**src/rtl/calc1_pkg.sv**
```systemverilog
// Shared calc1 definitions: command/response encodings,
// bus widths and the request driver state type.
package calc1_pkg;

    localparam int DATA_W = 32;
    localparam int CMD_W  = 4;
    localparam int RESP_W = 2;

    localparam logic [0:CMD_W-1] CMD_NOP = 4'd0;
    localparam logic [0:CMD_W-1] CMD_ADD = 4'd1;
    localparam logic [0:CMD_W-1] CMD_SUB = 4'd2;
    localparam logic [0:CMD_W-1] CMD_SHL = 4'd5;
    localparam logic [0:CMD_W-1] CMD_SHR = 4'd6;

    localparam logic [0:RESP_W-1] RESP_NONE = 2'd0;
    localparam logic [0:RESP_W-1] RESP_OK   = 2'd1;
    localparam logic [0:RESP_W-1] RESP_ERR  = 2'd2;

    typedef enum logic [2:0] {
        ST_IDLE,
        ST_CMD,
        ST_OPND,
        ST_WAIT,
        ST_DONE
    } drv_state_t;

endpackage

```
**src/rtl/calc1_req_driver.sv**
```systemverilog
// Single-port calc1 request driver: one request handshake in,
// two-cycle port sequence out, held response channel back.
module calc1_req_driver
    import calc1_pkg::*;
#(
    parameter int TIMEOUT_CYCLES = 32
) (
    input  logic              c_clk,
    input  logic              reset,
    input  logic              req_valid,
    output logic              req_ready,
    input  logic [0:CMD_W-1]  req_cmd,
    input  logic [0:DATA_W-1] req_op1,
    input  logic [0:DATA_W-1] req_op2,
    output logic [0:CMD_W-1]  port_cmd,
    output logic [0:DATA_W-1] port_data,
    input  logic [0:RESP_W-1] port_resp,
    input  logic [0:DATA_W-1] port_rdata,
    output logic              rsp_valid,
    input  logic              rsp_ready,
    output logic [0:RESP_W-1] rsp_resp,
    output logic [0:DATA_W-1] rsp_data,
    output logic              rsp_timeout,
    output logic              stray_resp
);

    localparam int CNT_W = $clog2(TIMEOUT_CYCLES + 1);
    localparam logic [CNT_W-1:0] CNT_LAST = CNT_W'(TIMEOUT_CYCLES - 1);

    drv_state_t        state;
    logic [CNT_W-1:0]  cnt;
    logic [0:DATA_W-1] op2_q;

    // Request sequencer: all port and response outputs are registered here.
    always_ff @(posedge c_clk or posedge reset) begin
        if (reset) begin
            state       <= ST_IDLE;
            cnt         <= '0;
            op2_q       <= '0;
            req_ready   <= 1'b0;
            port_cmd    <= '0;
            port_data   <= '0;
            rsp_valid   <= 1'b0;
            rsp_resp    <= '0;
            rsp_data    <= '0;
            rsp_timeout <= 1'b0;
            stray_resp  <= 1'b0;
        end else begin
            stray_resp <= (state != ST_WAIT) && (port_resp != RESP_NONE);
            unique case (state)
                ST_IDLE: begin
                    port_cmd  <= '0;
                    port_data <= '0;
                    if (req_valid && req_ready) begin
                        req_ready <= 1'b0;
                        op2_q     <= req_op2;
                        if (req_cmd != CMD_NOP) begin
                            state     <= ST_CMD;
                            port_cmd  <= req_cmd;
                            port_data <= req_op1;
                        end else begin
                            state       <= ST_DONE;
                            rsp_valid   <= 1'b1;
                            rsp_resp    <= RESP_NONE;
                            rsp_data    <= '0;
                            rsp_timeout <= 1'b0;
                        end
                    end else begin
                        req_ready <= 1'b1;
                    end
                end
                ST_CMD: begin
                    port_cmd  <= '0;
                    port_data <= op2_q;
                    state     <= ST_OPND;
                end
                ST_OPND: begin
                    port_data <= '0;
                    cnt       <= '0;
                    state     <= ST_WAIT;
                end
                ST_WAIT: begin
                    cnt <= cnt + CNT_W'(1);
                    if (port_resp != RESP_NONE) begin
                        rsp_valid   <= 1'b1;
                        rsp_resp    <= port_resp;
                        rsp_data    <= (port_resp == RESP_OK) ? port_rdata : '0;
                        rsp_timeout <= 1'b0;
                        state       <= ST_DONE;
                    end else if (cnt == CNT_LAST) begin
                        rsp_valid   <= 1'b1;
                        rsp_resp    <= RESP_NONE;
                        rsp_data    <= '0;
                        rsp_timeout <= 1'b1;
                        state       <= ST_DONE;
                    end
                end
                ST_DONE: begin
                    if (rsp_ready) begin
                        rsp_valid   <= 1'b0;
                        rsp_timeout <= 1'b0;
                        req_ready   <= 1'b1;
                        state       <= ST_IDLE;
                    end
                end
                default: state <= ST_IDLE;
            endcase
        end
    end

endmodule

```
**config.mk**
```make
export PLATFORM = sky130hd
export DESIGN_NAME = calc1_req_driver
export DESIGN_NICKNAME = d
export VERILOG_FILES = /design/src/rtl/calc1_pkg.sv /design/src/rtl/calc1_req_driver.sv
export SDC_FILE = /design/constraint.sdc
export NUM_CORES = 1
export LEC_CHECK = 0
export CAP_MARGIN = 30
export CORE_AREA = 2 2 94 96
export DETAILED_ROUTE_END_ITERATION = 8
export DIE_AREA = 0 0 96 98
export DONT_BUFFER_PORTS = 1
export PLACE_DENSITY = 0.73
export SYNTH_ARGS = -nofsm -noshare
export SYNTH_HDL_FRONTEND = slang
export SYNTH_SLANG_ARGS = --single-unit
```
**constraint.sdc**
```tcl
create_clock -name c_clk -period 3.41 [get_ports c_clk]
set_input_delay 0.1705 -clock c_clk [delete_from_list [all_inputs] [get_ports c_clk]]
set_output_delay 0.1705 -clock c_clk [all_outputs]
set_load 0.005 [all_outputs]
```
==> results of run 1 <==
==> per-stage QoR <==
| step | std cells | worst slack, ns | hold WS [ns] |
|---|---|---|---|
| global placement | 472 | 1.16 | 0.304 |
| detailed placement | 473 | 1.08 | 0.0585 |
| floorplan | 385 | 0.195 | 0.303 |
==> synth_stat cells (3+ instances only) <==
cell / count / area [sq um]
sky130_fd_sc_hd__a21oi_1: 37 / 185
sky130_fd_sc_hd__clkbuf_1: 17 / 63.8
sky130_fd_sc_hd__inv_1: 3 / 11.3
sky130_fd_sc_hd__nor2_1: 43 / 161
sky130_fd_sc_hd__a22oi_1: 33 / 248
sky130_fd_sc_hd__nand2b_1: 3 / 18.8
sky130_fd_sc_hd__nand3_1: 6 / 30.0
sky130_fd_sc_hd__buf_2: 12 / 60.1
sky130_fd_sc_hd__dfrtp_1: 115 / 2880
sky130_fd_sc_hd__a22o_1: 34 / 298
sky130_fd_sc_hd__nand2_1: 18 / 67.6
sky130_fd_sc_hd__mux2_2: 32 / 360
sky130_fd_sc_hd__o21ai_0: 10 / 50.1
==> cell families after synthesis <==
logic type,after synthesis
AND/OR/NAND/NOR,80
multiplexers,32
flip-flops,115
AO/OA/AOI/OAI,125
adder cells (fa/ha/maj),1
buffers and inverters,32
==> qor.json, run 1 <==
{
  "floorplanning": {
    "die_width_um": 96,
    "die_h_um": 98,
    "ios": 180,
    "std_cell_rows": 34,
    "starting_density": 0.547
  },
  "cts": {
    "cts_hold_buffers": 102,
    "number_of_clock_buffers_inserted_by_tritoncts": 17,
    "cts-root-buf": "sky130_fd_sc_hd__clkbuf_8",
    "cts_resized": 0,
    "cts_num_sinks": 115,
    "postCtsSetupBuffers": 0,
    "cts.path.max_buffers": 2,
    "cts.htree.levels": 4
  },
  "yosys": {
    "muxShareOfSynthArea": 0.0778,
    "asyncSetResetFlopFracSynth": 1.00,
    "syn_area_per_cell_sq_um": 12.0,
    "synth-seq-area-share": 0.622,
    "netlist_area_before_placement_sq_um": 4630,
    "synth_adder_area_share": 0.00270,
    "synth_enable_flop_cells": 0,
    "main_combinational_cell_family_by_area_after_synthesis": "compound AO/OA/AOI/OAI gates",
    "postSynthRegisterBits": 115,
    "synth.distinct_cells": 35,
    "synth_compound_area_frac": 0.188,
    "yosys_most_used_dff": "sky130_fd_sc_hd__dfrtp_1",
    "postSynthNetCount": 492,
    "synth_simple_gate_area_frac": 0.0811,
    "synth.yosys.warnings": 0,
    "synthesis.instances": 385,
    "synth-xor-area-share": 0
  },
  "run_status": {
    "status": "did not finish",
    "tool.error": "[ERROR RSZ-0060] Max buffer count reached.",
    "haltStage": "clock tree synthesis"
  },
  "place": {
    "place_hpwl_um": 6940,
    "finalWeightedCongestion": 0.783,
    "portBuffers": 0,
    "dpl_cell_area_sq_um": 4760
  }
}
==> run 2: changes to the inputs <==
--- a/config.mk
+++ b/config.mk
@@ -6,11 +6,11 @@
 export NUM_CORES = 1
 export LEC_CHECK = 0
 export CAP_MARGIN = 30
-export CORE_AREA = 2 2 94 96
+export CORE_AREA = 2 2 111 113
 export DETAILED_ROUTE_END_ITERATION = 8
-export DIE_AREA = 0 0 96 98
+export DIE_AREA = 0 0 113 115
 export DONT_BUFFER_PORTS = 1
-export PLACE_DENSITY = 0.73
+export PLACE_DENSITY_LB_ADDON = 0.15
 export SYNTH_ARGS = -nofsm -noshare
 export SYNTH_HDL_FRONTEND = slang
 export SYNTH_SLANG_ARGS = --single-unit
==> constraint.sdc (replaced) <==
create_clock -name c_clk -period 4.4 [get_ports c_clk]
set_input_delay 0.22 -clock c_clk [delete_from_list [all_inputs] [get_ports c_clk]]
set_output_delay 0.22 -clock c_clk [all_outputs]
set_load 0.005 [all_outputs]
==> qor.json, run 2 <==
{
  "final_layout": {
    "num_antenna_cells": 0,
    "post_layout_net_count": 561,
    "reg.largest.list": "op2_q x32, port_data x32, rsp_data x32",
    "n_fill_cell": 1047,
    "areaGrowthSynthToFinish_pct": 31.4,
    "most-common-layout-cells": "115 x sky130_fd_sc_hd__dfrtp_1, 71 x sky130_fd_sc_hd__dlygate4sd3_1, 42 x sky130_fd_sc_hd__nor2_1",
    "finalInstanceArea_sq_um": 6080,
    "fraction_of_final_layout_cells_with_drive_strength_greater_than_1": 0.159,
    "most_common_cell_after_layout_fill_and_taps_aside": "sky130_fd_sc_hd__dfrtp_1"
  },
  "floorplanning": {
    "std_cell_rows": {"value": 40, "change": "+18%"},
    "core_area_sq_um": 11800,
    "overall_die_area_sq_um": 13000,
    "die_h": {"value": 115, "unit": "um", "change": "+17%"},
    "starting_density": {"value": 0.392, "change": "-0.155"},
    "die_width": {"value": 113, "unit": "um", "change": "+18%"},
    "ios": {"value": 180, "change": "unchanged"}
  },
  "timing": {
    "worst_clock_skew_ns": 0.00697,
    "worst-slew-pin-transition_ns": 0.922,
    "slew_violations": 0,
    "report.final.setup_viol": 0,
    "finalHoldWorstSlack_ns": 0.0302,
    "tns_ns": 0,
    "final.period_utilization": 0.585,
    "finalWorstPathRequiredPeriod_ns": 2.57,
    "timing.slew.headroom": 0.383,
    "max_freq_mhz": 389,
    "grt_setup_unrepaired": "false",
    "finalHoldViolations": 0
  },
  "yosys": {
    "yosys.area.top_type_share": {"value": 0.622, "change": "unchanged"},
    "syn_area_per_cell": {"value": 12.0, "unit": "sq um", "change": "unchanged"},
    "synth.distinct_cells": {"value": 35, "change": "unchanged"},
    "yosysTopAreaCell": "sky130_fd_sc_hd__dfrtp_1",
    "asyncSetResetFlopFracSynth": {"value": 1.00, "change": "unchanged"},
    "yosys_most_used_dff": "sky130_fd_sc_hd__dfrtp_1",
    "yosys-top-cells-count": "115 x sky130_fd_sc_hd__dfrtp_1, 43 x sky130_fd_sc_hd__nor2_1, 37 x sky130_fd_sc_hd__a21oi_1, 34 x sky130_fd_sc_hd__a22o_1, 33 x sky130_fd_sc_hd__a22oi_1",
    "synth-seq-area-share": {"value": 0.622, "change": "unchanged"},
    "post_synth_main_area_contributors": "sky130_fd_sc_hd__dfrtp_1 62%, sky130_fd_sc_hd__mux2_2 7.8%, sky130_fd_sc_hd__a22o_1 6.4%, sky130_fd_sc_hd__a22oi_1 5.4%, sky130_fd_sc_hd__a21oi_1 4.0%",
    "synth_enable_flop_cells": {"value": 0, "change": "unchanged"},
    "synthesis.instances": {"value": 385, "change": "unchanged"},
    "netlist_area_before_placement": {"value": 4630, "unit": "sq um", "change": "unchanged"},
    "synth_most_common_cell": "sky130_fd_sc_hd__dfrtp_1",
    "synth.yosys.warnings": {"value": 0, "change": "unchanged"},
    "postSynthRegisterBits": {"value": 115, "change": "unchanged"},
    "postSynthNetCount": {"value": 492, "change": "unchanged"}
  },
  "cts": {
    "tritoncts": "built",
    "cts_hold_buffers": {"value": 71, "change": "-30%"},
    "cts.htree.levels": {"value": 4, "change": "unchanged"},
    "clk_transition_reported_paths_ns": 0.05,
    "cts_num_sinks": {"value": 115, "change": "unchanged"},
    "clock_insertion_delay_worst_skew_ns": 0.40,
    "postCtsSetupBuffers": {"value": 0, "change": "unchanged"},
    "cts_resized": {"value": 0, "change": "unchanged"},
    "cts.path.max_buffers": {"value": 2, "change": "unchanged"},
    "cts-root-buf": "sky130_fd_sc_hd__clkbuf_16",
    "number_of_clock_buffers_inserted_by_tritoncts": {"value": 17, "change": "unchanged"}
  },
  "power": {
    "internal_portion_of_total_power_uw": 2930,
    "power.leakage_uw": 0.00265,
    "power_switching_share": 0.321,
    "comb_pwr_share": 0.257,
    "p_per_area_nw_per_um2": 710,
    "vdd.ir_drop.worst_mv": 0.335,
    "netSwitchingPower_uw": 1380,
    "clock_power_share": 0.306,
    "power.sequential.fraction": 0.437
  },
  "routing": {
    "wl_um": 11500,
    "ant_nets": 0,
    "route.detailed.wl_per_inst_um": 18.8,
    "route.detailed.vias_per_inst": 5.52,
    "dr.first_iter.drc_count": 167,
    "via_total_after_detailed_routing": 3376,
    "post-route-drc-count": 10,
    "detailed_routing_iteration_count_for_the_pre_antenna_repair_pass": 9
  },
  "setup_path": {
    "critical-path-top-delay-family": "simple AND/OR/NAND/NOR gates",
    "worst_setup_path_end_kind": "flop",
    "required_ns": 4.69,
    "critical_path.slowest_cell": "sky130_fd_sc_hd__nor3_4",
    "timing.critical_path.fanout_max": 18,
    "crit_chain": "or2_1 > nor3_4 > buf_4 > mux2_2",
    "critical_setup_path_kind": "flop to flop",
    "critical_path_buf_inv_count": 1,
    "timing.critical_path.from_type": "flop",
    "worst_ep_arrival_time_ns": 2.86,
    "crit_path_max_incr_delay_ns": 0.74,
    "worst_r2r_startpoint": "state[0]",
    "worstRegToRegCells": 4,
    "timing.reg2reg.setup_slack_ns": 1.83,
    "crit-reg2reg-capture": "op2_q[26]"
  },
  "place": {
    "finalWeightedCongestion": {"value": 0.791, "change": "+1.0%"},
    "portBuffers": {"value": 0, "change": "unchanged"},
    "dpl_cell_area": {"value": 4800, "unit": "sq um", "change": "+0.76%"},
    "place_hpwl": {"value": 7270, "unit": "um", "change": "+4.8%"}
  },
  "global_routing": {
    "pin_count_of_the_biggest_net_entering_global_routing": 59,
    "grt_pass1_wl_um": 18300,
    "grt_overflow_total": 0,
    "first_global_vias": 3529,
    "antenna_found_initial": 0,
    "gr-usage-all-layers": 0.183
  },
  "worst_hold_path": {
    "min_delay_worst_endpoint": "state[2]",
    "min_delay_path_depth": 2,
    "worst_hold_startpoint": "req_valid",
    "worstHoldPathType": "input pin to flop"
  },
  "run_status": {
    "status": "finished, violations left",
    "violations": "design-rule violations"
  },
  "flow_run": {
    "max_cap_viol_count": 0
  }
}
==> run 2: cell counts after synthesis <==
Identical to the previous run, type by type.
==> run 2: logic make-up after synthesis <==
group | synth area share
AOI/OAI and AO/OA | 0.188
DFF | 0.622
and+or+nand+nor | 0.0811
buffers and inverters | 0.0292
muxes | 0.0778
adders and majority gates | 0.00270
==> run 2: worst register-to-register path, stage by stage (launching register included) <==
cell and delay, ns:
sky130_fd_sc_hd__dfrtp_1 0.52, sky130_fd_sc_hd__or2_1 0.42, sky130_fd_sc_hd__nor3_4 0.74, sky130_fd_sc_hd__buf_4 0.41, sky130_fd_sc_hd__mux2_2 0.37
==> run 2: metrics by stage <==
stage | power, uW | instances | worst slack, ns | utilization
6_report | 4320 | 612 | 1.83 | 0.515
3_5_place_dp | 2960 | 511 | 1.77 | 0.406
5_1_grt | 4610 | 612 | 1.61 | 0.515
2_1_floorplan | 2670 | 385 | 1.14 | -
4_1_cts | 4360 | 612 | 1.76 | 0.515
3_3_place_gp | 2920 | 509 | 1.85 | 0.403
==> run 2: cell type report <==
cell class              count  area [sq um]  area share
inverters                   3          13.8     0.00226
flip-flops and latches    115          2880       0.473
well taps                 147           184      0.0302
multi-input cells         238          1640       0.269
repair buffers             79           798       0.131
clock buffers              25           495      0.0815
clock inverters             5          75.1      0.0123
==> run 2: power by group through the flow <==
stage                     logic [uW]  registers, uW  clock network [uW]
after global placement          1020           1900                   0
final                           1110           1890                1320
after detailed placement        1070           1900                   0
after floorplan                  909           1760                   0
after global routing            1260           1950                1400
after CTS                       1120           1890                1360
==> run 2: worst max-delay path by stage <==
| stage | startpoint | end | slack, ns | depth (start not counted) |
|---|---|---|---|---|
| final | state[0] | op2_q[26] | 1.83 | 4 |
| after global routing | state[1] | op2_q[4] | 1.61 | 4 |
| after CTS | state[0] | op2_q[26] | 1.76 | 4 |
| after detailed placement | state[0] | op2_q[26] | 1.77 | 4 |
| after global placement | state[0] | op2_q[6] | 1.85 | 4 |
| after floorplan | reset | cnt[0] | 1.14 | 1 |
==> run 2: per-layer routing <==
layer	vias up	wire (um)	global-route usage
met2	139	5600	0.290
met3	20	944	0.0717
li1	1538	-	-
met4	0	221	0.0846
met5	-	0	0
met1	1679	4750	0.223
No activity file was read; power rests on OpenSTA's default activity.
==> run 3: changes to the inputs <==
==> constraint.sdc (replaced) <==
create_clock -name c_clk -period 2.16 [get_ports c_clk]
set_input_delay 0.108 -clock c_clk [delete_from_list [all_inputs] [get_ports c_clk]]
set_output_delay 0.108 -clock c_clk [all_outputs]
set_load 0.005 [all_outputs]
==> qor.json, run 3 (same netlist as run 2, synthesis figures left out) <==
{
  "setup_path": {
    "critical_setup_path_kind": "flop to flop",
    "worst_setup_path_end_kind": "flop",
    "timing.critical_path.from_type": "flop",
    "worstRegToRegCells": {"value": 6, "change": "+2"},
    "worst_r2r_startpoint": "cnt[0]",
    "timing.reg2reg.setup_slack": {"value": 0.39, "unit": "ns", "change": "-1.44 ns"},
    "timing.critical_path.fanout_max": {"value": 35, "change": "+17"},
    "worstSetupStartpoint": "cnt[0]",
    "worst_ep_arrival_time": {"value": 2.06, "unit": "ns", "change": "-0.80 ns"},
    "required": {"value": 2.45, "unit": "ns", "change": "-2.24 ns"}
  },
  "power": {
    "vdd.ir_drop.worst": {"value": 0.689, "unit": "mV", "change": "+110%"},
    "power.total": {"value": 9260, "unit": "uW", "change": "+110%"},
    "p_per_area": {"value": 1420, "unit": "nW/um^2", "change": "+100%"},
    "power.leakage": {"value": 0.00285, "unit": "uW", "change": "+7.5%"},
    "clock_power_share": {"value": 0.322, "change": "+0.016"},
    "power_switching_share": {"value": 0.316, "change": "-0.00503"},
    "internal_portion_of_total_power": {"value": 6340, "unit": "uW", "change": "+120%"},
    "power.sequential.fraction": {"value": 0.408, "change": "-0.029"},
    "netSwitchingPower": {"value": 2920, "unit": "uW", "change": "+110%"},
    "comb_pwr_share": {"value": 0.270, "change": "+0.013"}
  },
  "worst_hold_path": {
    "worstHoldPathType": "input pin to flop",
    "min_delay_path_depth": {"value": 4, "change": "+2"},
    "worst_hold_startpoint": "req_cmd[0]"
  },
  "floorplanning": {
    "core_area": {"value": 11800, "unit": "sq um", "change": "unchanged"},
    "overall_die_area": {"value": 13000, "unit": "sq um", "change": "unchanged"},
    "starting_density": {"value": 0.392, "change": "unchanged"},
    "die_h": {"value": 115, "unit": "um", "change": "unchanged"},
    "std_cell_rows": {"value": 40, "change": "unchanged"},
    "die_width": {"value": 113, "unit": "um", "change": "unchanged"},
    "ios": {"value": 180, "change": "unchanged"}
  },
  "final_layout": {
    "n_fill_cell": {"value": 1005, "change": "-4.0%"},
    "post_layout_net_count": {"value": 599, "change": "+6.8%"},
    "stdcell_count": {"value": 652, "change": "+6.5%"},
    "most_common_cell_after_layout_fill_and_taps_aside": "sky130_fd_sc_hd__dfrtp_1",
    "reg.largest.list": "op2_q x32, port_data x32, rsp_data x32",
    "fraction_of_final_layout_cells_with_drive_strength_greater_than_1": {"value": 0.164, "change": "+0.00522"},
    "num_antenna_cells": {"value": 0, "change": "unchanged"},
    "area_of_the_multi_input_gates": {"value": 1640, "unit": "sq um", "change": "unchanged"},
    "areaGrowthSynthToFinish_pct": 41.3,
    "area.sequential": {"value": 2880, "unit": "sq um", "change": "unchanged"},
    "most-common-layout-cells": "115 x sky130_fd_sc_hd__dfrtp_1, 105 x sky130_fd_sc_hd__dlygate4sd3_1, 42 x sky130_fd_sc_hd__nor2_1"
  },
  "timing": {
    "slew_violations": {"value": 0, "change": "unchanged"},
    "finalWorstPathRequiredPeriod": {"value": 1.77, "unit": "ns", "change": "-0.801 ns"},
    "worst-slew-pin-transition": {"value": 0.471, "unit": "ns", "change": "-0.451 ns"},
    "report.final.setup_viol": {"value": 0, "change": "unchanged"},
    "grt_setup_unrepaired": "false",
    "finalHoldViolations": {"value": 0, "change": "unchanged"},
    "final.period_utilization": {"value": 0.821, "change": "+0.236"},
    "timing.slew.headroom": {"value": 0.683, "change": "+0.300"},
    "max_freq": {"value": 564, "unit": "MHz", "change": "+45%"},
    "tns": {"value": 0, "unit": "ns", "change": "unchanged"},
    "worst_clock_skew": {"value": 0.00517, "unit": "ns", "change": "-0.00180 ns"}
  },
  "global_routing": {
    "pin_count_of_the_biggest_net_entering_global_routing": {"value": 84, "change": "+42%"},
    "first_global_vias": {"value": 3692, "change": "+4.6%"},
    "antenna_found_initial": {"value": 0, "change": "unchanged"},
    "grt_util_met3": {"value": 0.0675, "change": "-0.00422"},
    "grt_busiest_layer": "met2",
    "gr-usage-all-layers": {"value": 0.192, "change": "+0.00854"},
    "grt_util_met1": {"value": 0.240, "change": "+0.0169"},
    "grt_use_met2": {"value": 0.300, "change": "+0.0104"},
    "grt_pass1_wl": {"value": 19200, "unit": "um", "change": "+4.7%"},
    "grt_overflow_total": {"value": 0, "change": "unchanged"}
  },
  "cts": {
    "cts.htree.levels": {"value": 4, "change": "unchanged"},
    "cts.path.max_buffers": {"value": 2, "change": "unchanged"},
    "number_of_clock_buffers_inserted_by_tritoncts": {"value": 17, "change": "unchanged"},
    "cts_resized": {"value": 0, "change": "unchanged"},
    "tritoncts": "built",
    "cts-root-buf": "sky130_fd_sc_hd__clkbuf_16",
    "clock_insertion_delay_worst_skew": {"value": 0.41, "unit": "ns", "change": "about the same"},
    "postCtsSetupBuffers": {"value": 0, "change": "unchanged"},
    "cts_num_sinks": {"value": 115, "change": "unchanged"},
    "clk_transition_reported_paths": {"value": 0.05, "unit": "ns", "change": "about the same"},
    "cts_hold_buffers": {"value": 105, "change": "+48%"}
  },
  "place": {
    "finalWeightedCongestion": {"value": 0.757, "change": "-4.2%"},
    "place_hpwl": {"value": 7250, "unit": "um", "change": "-0.26%"},
    "place_inst": {"value": 515, "change": "+0.78%"},
    "portBuffers": {"value": 0, "change": "unchanged"}
  },
  "routing": {
    "ant_nets": {"value": 0, "change": "unchanged"},
    "via_total_after_detailed_routing": {"value": 3527, "change": "+4.5%"},
    "detailed_routing_iteration_count_for_the_pre_antenna_repair_pass": {"value": 6, "change": "-3"},
    "dr.first_iter.drc_count": {"value": 177, "change": "+6.0%"},
    "post-route-drc-count": {"value": 8, "change": "-2"},
    "wl": {"value": 11900, "unit": "um", "change": "+3.2%"},
    "route.detailed.wl_per_inst": {"value": 18.2, "unit": "um", "change": "-3.1%"},
    "route.detailed.vias_per_inst": {"value": 5.41, "change": "-1.9%"}
  },
  "run_status": {
    "violations": "design-rule violations",
    "status": "finished, violations left"
  },
  "flow_run": {
    "max_cap_viol_count": {"value": 0, "change": "unchanged"}
  }
}
-- run 3: changes by cell type in the layout (fill, tap and decap cells not counted) --
cell                            previous run  this run
sky130_fd_sc_hd__clkinv_2                  3         5
sky130_fd_sc_hd__clkbuf_1                  4         1
sky130_fd_sc_hd__dlygate4sd3_1            71       105
sky130_fd_sc_hd__buf_8                     1         0
sky130_fd_sc_hd__bufinv_16                 2         4
sky130_fd_sc_hd__inv_4                     1         0
sky130_fd_sc_hd__buf_16                    1         0
sky130_fd_sc_hd__buf_12                    0         4
sky130_fd_sc_hd__clkinvlp_4                0         2
sky130_fd_sc_hd__buf_4                     6         8
-- run 3: layout make-up --
type | count | area share
Sequential cell | 115 | 0.440
Clock buffer | 22 | 0.0740
Inverter | 3 | 0.00230
Timing Repair Buffer | 117 | 0.182
Clock inverter | 10 | 0.0233
Tap cell | 147 | 0.0281
Multi-Input combinational cell | 238 | 0.250
-- run 3: metal layers --
| metal | part of all wire | wire, um |
|---|---|---|
| met4 | 0.026 | 314 |
| met1 | 0.43 | 5070 |
| met5 | 0 | 0 |
| met3 | 0.064 | 762 |
| met2 | 0.48 | 5730 |
-- run 3: metrics by stage --
stage | cell area, sq um | utilization | setup slack, ns | hold slack (ns)
2_1_floorplan | 4630 | - | 0.485 | 0.241
3_3_place_gp | 4850 | 0.411 | 0.464 | 0.155
3_5_place_dp | 4850 | 0.411 | 0.436 | 0.164
4_1_cts | 6540 | 0.554 | 0.429 | 0.0347
5_1_grt | 6540 | 0.554 | 0.265 | 0.0815
6_report | 6540 | 0.554 | 0.387 | 0.0465
-- run 3: worst max-delay path, stage by stage (launching register included) --
cell                      delay, ns
sky130_fd_sc_hd__dfrtp_1       0.38
sky130_fd_sc_hd__ha_1          0.21
sky130_fd_sc_hd__nand3_1       0.18
sky130_fd_sc_hd__o21ai_1       0.32
sky130_fd_sc_hd__a22oi_2       0.12
sky130_fd_sc_hd__buf_12        0.19
sky130_fd_sc_hd__a22o_1        0.25
-- run 3: power groups by stage --
stage	combinational (uW)	sequential, uW	clock, uW
2_1_floorplan	1850	3580	0
3_3_place_gp	2260	3790	0
3_5_place_dp	2340	3780	0
4_1_cts	2500	3770	3050
5_1_grt	2830	3870	3150
6_report	2500	3780	2980
-- run 3: final timing paths --
kind                            endpoint
hold reg to reg                op2_q[12]
hold / removal                  state[0]
max in group asynchronous  port_data[17]
setup / recovery             rsp_data[4]
min in group asynchronous  port_data[16]
setup reg to reg             rsp_data[4]
